[src/rtl/rs_alu_station.sv]
// Reservation station for one ALU pipe: holds dispatched ops, snoops the CDB for
// missing operands, exposes a ready vector and issues the granted entry into a one-cycle issue register.
module rs_alu_station #(
  parameter int RS_ENT_NUM = 2,
  parameter int RS_ENT_SEL = 1,
  parameter int DATA_W     = 32,
  parameter int TAG_W      = 6,
  parameter int OP_W       = 4
) (
  input  logic                  i_clk,
  input  logic                  i_rst_n,
  input  logic                  i_flush,
  input  logic                  i_dsp_vld,
  input  logic [OP_W-1:0]       i_dsp_op,
  input  logic                  i_dsp_src1_rdy,
  input  logic [DATA_W-1:0]     i_dsp_src1_data,
  input  logic [TAG_W-1:0]      i_dsp_src1_tag,
  input  logic                  i_dsp_src2_rdy,
  input  logic [DATA_W-1:0]     i_dsp_src2_data,
  input  logic [TAG_W-1:0]      i_dsp_src2_tag,
  input  logic [TAG_W-1:0]      i_dsp_dst_tag,
  output logic                  o_full,
  input  logic                  i_cdb_vld,
  input  logic [TAG_W-1:0]      i_cdb_tag,
  input  logic [DATA_W-1:0]     i_cdb_data,
  output logic [RS_ENT_NUM-1:0] o_rdy_vec,
  input  logic                  i_sel_vld,
  input  logic [RS_ENT_SEL-1:0] i_sel,
  output logic                  o_iss_vld,
  output logic [OP_W-1:0]       o_iss_op,
  output logic [DATA_W-1:0]     o_iss_src1,
  output logic [DATA_W-1:0]     o_iss_src2,
  output logic [TAG_W-1:0]      o_iss_dst_tag
);

  typedef struct packed {
    logic              vld;
    logic [OP_W-1:0]   op;
    logic              s1_rdy;
    logic [DATA_W-1:0] s1_data;
    logic [TAG_W-1:0]  s1_tag;
    logic              s2_rdy;
    logic [DATA_W-1:0] s2_data;
    logic [TAG_W-1:0]  s2_tag;
    logic [TAG_W-1:0]  dst_tag;
  } ent_t;

  ent_t ent_q [RS_ENT_NUM];
  ent_t ent_d [RS_ENT_NUM];

  logic [RS_ENT_NUM-1:0] vld_vec;
  logic [RS_ENT_NUM-1:0] rdy_vec;
  logic [RS_ENT_NUM-1:0] free_oh;
  logic [RS_ENT_NUM-1:0] iss_oh;
  ent_t                  sel_ent;
  logic                  dsp_acc;
  logic                  iss_fire;
  logic                  s1_byp;
  logic                  s2_byp;

  logic                  iss_vld_q, iss_vld_d;
  logic [OP_W-1:0]       iss_op_q, iss_op_d;
  logic [DATA_W-1:0]     iss_src1_q, iss_src1_d;
  logic [DATA_W-1:0]     iss_src2_q, iss_src2_d;
  logic [TAG_W-1:0]      iss_dst_q, iss_dst_d;

  always_comb begin
    for (int k = 0; k < RS_ENT_NUM; k++) begin
      vld_vec[k] = ent_q[k].vld;
      rdy_vec[k] = ent_q[k].vld & ent_q[k].s1_rdy & ent_q[k].s2_rdy;
    end
  end

  // Descending scan so the lowest free index wins.
  always_comb begin
    free_oh = '0;
    for (int k = RS_ENT_NUM - 1; k >= 0; k--) begin
      if (!vld_vec[k]) begin
        free_oh    = '0;
        free_oh[k] = 1'b1;
      end
    end
  end

  always_comb begin
    iss_oh  = '0;
    sel_ent = '0;
    for (int k = 0; k < RS_ENT_NUM; k++) begin
      if (i_sel_vld && (i_sel == RS_ENT_SEL'(k)) && rdy_vec[k]) begin
        iss_oh[k] = 1'b1;
        sel_ent   = ent_q[k];
      end
    end
  end

  assign o_full   = &vld_vec;
  assign dsp_acc  = i_dsp_vld & ~o_full;
  assign iss_fire = |iss_oh;
  assign s1_byp   = ~i_dsp_src1_rdy & i_cdb_vld & (i_dsp_src1_tag == i_cdb_tag);
  assign s2_byp   = ~i_dsp_src2_rdy & i_cdb_vld & (i_dsp_src2_tag == i_cdb_tag);

  always_comb begin
    for (int k = 0; k < RS_ENT_NUM; k++) begin
      ent_d[k] = ent_q[k];
      if (i_flush) begin
        ent_d[k].vld = 1'b0;
      end else if (dsp_acc && free_oh[k]) begin
        ent_d[k].vld     = 1'b1;
        ent_d[k].op      = i_dsp_op;
        ent_d[k].s1_rdy  = i_dsp_src1_rdy | s1_byp;
        ent_d[k].s1_data = s1_byp ? i_cdb_data : i_dsp_src1_data;
        ent_d[k].s1_tag  = i_dsp_src1_tag;
        ent_d[k].s2_rdy  = i_dsp_src2_rdy | s2_byp;
        ent_d[k].s2_data = s2_byp ? i_cdb_data : i_dsp_src2_data;
        ent_d[k].s2_tag  = i_dsp_src2_tag;
        ent_d[k].dst_tag = i_dsp_dst_tag;
      end else if (ent_q[k].vld) begin
        if (iss_oh[k]) ent_d[k].vld = 1'b0;
        if (!ent_q[k].s1_rdy && i_cdb_vld && (ent_q[k].s1_tag == i_cdb_tag)) begin
          ent_d[k].s1_rdy  = 1'b1;
          ent_d[k].s1_data = i_cdb_data;
        end
        if (!ent_q[k].s2_rdy && i_cdb_vld && (ent_q[k].s2_tag == i_cdb_tag)) begin
          ent_d[k].s2_rdy  = 1'b1;
          ent_d[k].s2_data = i_cdb_data;
        end
      end
    end
  end

  // Payload only reloads on a real grant; valid is the sole qualifier downstream.
  always_comb begin
    iss_vld_d  = iss_fire & ~i_flush;
    iss_op_d   = iss_op_q;
    iss_src1_d = iss_src1_q;
    iss_src2_d = iss_src2_q;
    iss_dst_d  = iss_dst_q;
    if (iss_fire && !i_flush) begin
      iss_op_d   = sel_ent.op;
      iss_src1_d = sel_ent.s1_data;
      iss_src2_d = sel_ent.s2_data;
      iss_dst_d  = sel_ent.dst_tag;
    end
  end

  always_ff @(posedge i_clk or negedge i_rst_n) begin
    if (!i_rst_n) begin
      for (int k = 0; k < RS_ENT_NUM; k++) ent_q[k] <= '0;
      iss_vld_q  <= 1'b0;
      iss_op_q   <= '0;
      iss_src1_q <= '0;
      iss_src2_q <= '0;
      iss_dst_q  <= '0;
    end else begin
      for (int k = 0; k < RS_ENT_NUM; k++) ent_q[k] <= ent_d[k];
      iss_vld_q  <= iss_vld_d;
      iss_op_q   <= iss_op_d;
      iss_src1_q <= iss_src1_d;
      iss_src2_q <= iss_src2_d;
      iss_dst_q  <= iss_dst_d;
    end
  end

  assign o_rdy_vec     = rdy_vec;
  assign o_iss_vld     = iss_vld_q;
  assign o_iss_op      = iss_op_q;
  assign o_iss_src1    = iss_src1_q;
  assign o_iss_src2    = iss_src2_q;
  assign o_iss_dst_tag = iss_dst_q;

endmodule

[config.mk]
export PLATFORM = sky130hd
export DESIGN_NAME = rs_alu_station
export DESIGN_NICKNAME = d
export VERILOG_FILES = /design/src/rtl/rs_alu_station.sv
export SDC_FILE = /design/constraint.sdc
export NUM_CORES = 1
export LEC_CHECK = 0
export ABC_AREA = 1
export CAP_MARGIN = 5
export CORE_MARGIN = 10
export CORE_UTILIZATION = 35
export CTS_CLUSTER_DIAMETER = 100
export DETAILED_ROUTE_END_ITERATION = 7
export GPL_TIMING_DRIVEN = 0
export PLACE_DENSITY = 0.57
export SLEW_MARGIN = 20
export SYNTH_ARGS = -nofsm -noshare
export SYNTH_HDL_FRONTEND = slang
export SYNTH_SLANG_ARGS = --single-unit
[constraint.sdc]
create_clock -name i_clk -period 2.2 [get_ports i_clk]
set_input_delay 0.22 -clock i_clk [delete_from_list [all_inputs] [get_ports i_clk]]
set_output_delay 0.22 -clock i_clk [all_outputs]
set_load 0.1 [all_outputs]
==> impl_metrics.ini <==
[run_status]
status = finished clean

[grt]
grt_max_degree = 78
grt_pass1_vias = 13400
overflow = 0
grt_usage_pct = 21.8
antenna_found_initial = 1
grt_pass1_wl_um = 80000

[yosys]
syn-instance-count = 1783
synth-async-reset-ratio_pct = 100
yosysWarnings = 0
ys.flop_type = dfrtp_1
synth.avg_cell_area_um2 = 7.47
ys_seq_area_share_pct = 47.6
syn_area_um2 = 13300
synth_fp_nets = 1916
ys_types = 32
synth_seq_cells = 253
synth-edff-count = 0

[floorplan]
die_w_um = 215
fp.dieH_um = 215
core-area_um2 = 37600
core.rowCount = 71
ios = 211
fp.dieArea_um2 = 46200
start_util_pct = 35.4

[critical_path]
rr_worst_depth = 8
r2r-end = ent_q[69]
crit_fanout = 10
crit_arrival_ns = 2.61
worst_setup_path_start_kind = register
required_ns = 2.68
worstSetupEndpointType = register
r2r_slack_ns = 0.07
r2r-start = ent_q[177]
crit_type = reg -> reg

[final_layout]
fin_util_pct = 45.4
layout_common_cells = 422 x nand2_1, 253 x dfrtp_1, 232 x nor2_1
final_common_cell = nand2_1
drive_gt1_share_pct = 8.16
antennaDiodeCount = 0
nNetsFinal = 2157
final_cells = 2558
area_growth_pct = 28.2

[timing]
final_max_slew_viol_count = 0
hold_viol = 0
grt_setup_unrepaired = yes
fmax_mhz = 470
setup_viol = 0
hold_ws_ns = 0.128
fin_setup_tns_ns = 0
tightest_slew_ns = 1.09
fin_crit_ns = 2.13
slew_headroom_pct = 27.5
post-route-period-util_pct = 96.7
finClkSkew_ns = 0.00748

[power]
irDropWorstVdd_mv = 0.814
power.leakage_nw = 8.81
power_density_nw_per_um2 = 1180

[clock_network]
clk_latency_ns = 0.56
cts_root_buf = clkbuf_16
clkTransAtPathRegs_ns = 0.06
cts_tree = yes
h-tree-depth = 1
clockBufferDepth = 3
cts-buffers-inserted = 29
cts.sinks = 253
postCtsSetupBuffers = 0

[placement]
port_buffers = 206
dp_cells = 2503
gp_congestion = 0.883
place_hpwl_um = 37000

[route]
vias_per_cell = 5.12
vias = 13100
first_pass_iters = 6
detail-route-antenna-nets = 0
drt-initial-drc-count = 1122
postRouteWirelength_um = 51500
route.detailed.drc = 0
wl_per_cell_um = 20.1

[job]
drv_cap = 0

[worst_hold_path]
hold_path.class = in -> async
==> metal layers <==
metal	up-vias	global-route usage, %	share of wire (%)
met5	-	0	0.021
met4	2	6.36	2.4
met3	85	3.85	8.0
met2	551	35.4	46
met1	6282	29.3	44
li1	6177	-	-
==> cells by family (layout without fill, tap and decap cells) <==
logic type | Yosys count | after routing | synth area share, %
and+or+nand+nor | 874 | 874 | 27.2
AOI/OAI and AO/OA | 266 | 266 | 10.4
xor gates and xnor gates | 12 | 12 | 0.790
buffers and inverters | 323 | 587 | 9.83
DFF | 253 | 253 | 47.6
muxes | 55 | 55 | 4.22
==> layout make-up <==
type	instances	area, um^2
fillers	3876	20500
flip-flops and latches	253	6330
multi-input cells	1207	5710
repair buffers	210	2060
clock buffers	42	845
inverters	216	813
well taps	511	639
plain buffers	107	534
clock inverters	12	119
==> sequential cells by signal, indices dropped and copies added (netlist names) <==
signal,flops
o_iss_src1,32
o_iss_op,4
o_iss_vld,1
o_iss_src2,32
o_iss_dst_tag,6
ent_q,178
==> cells in the mapped netlist (11+ instances only) <==
cell      count  area, um^2
a21oi_1     133         666
a31oi_1      19         119
buf_2        52         260
clkbuf_1     44         165
dfrtp_1     253        6330
inv_1       204         766
inv_2        11        41.3
mux2i_1      46         460
nand2_1     424        1590
nand3_1     173         866
nand4_1      33         206
nor2_1      236         886
o21ai_0      75         375
o21ai_1      33         165
==> worst max-delay path, cell delays in order, from the launching register on <==
cell and delay [ns]:
dfrtp_1 0.34, buf_6 0.14, inv_4 0.05, nor2_1 0.11
nand2_2 0.20, inv_2 0.26, clkbuf_1 0.60, nand3_1 0.15
a21oi_1 0.19
==> where the power goes <==
group | internal [mW] | switching (mW) | total [mW]
logic | 1.76 | 6.60 | 8.36
clock network | 2.89 | 2.05 | 4.94
registers | 6.00 | 0.809 | 6.81
total | 10.7 | 9.46 | 20.1
==> what timing repair did <==
item	4_1_cts	5_1_grt
gates resized for setup	94	20
hold endpoints to repair	253	0
endpoints found under the setup margin	179	83
hold buffers	1	0
==> metrics by stage <==
stage                     cell area [um^2]  setup WS [ns]  total power [mW]
final                                17100         0.0716              20.1
after global routing                 17100        -0.0135              21.1
after CTS                            17000         0.0350              20.2
after detailed placement             16100         -0.740              15.7
after global placement               16000         -10.54              15.6
after floorplan                      13300        -0.0652              13.1
==> worst max-delay path by stage <==
stage / to / cells after the start / startpoint / slack [ns]
after global routing: ent_q[75] / 8 / ent_q[177] / -0.01
final: ent_q[69] / 8 / ent_q[177] / 0.07
after detailed placement: ent_q[127] / 12 / i_cdb_tag[1] / -0.74
after floorplan: o_iss_src1[10] / 10 / ent_q[177] / -0.07
after CTS: o_iss_op[0] / 8 / ent_q[88] / 0.03
after global placement: ent_q[55] / 1 / i_rst_n / -10.54
Power figures use the tool's default switching activity.
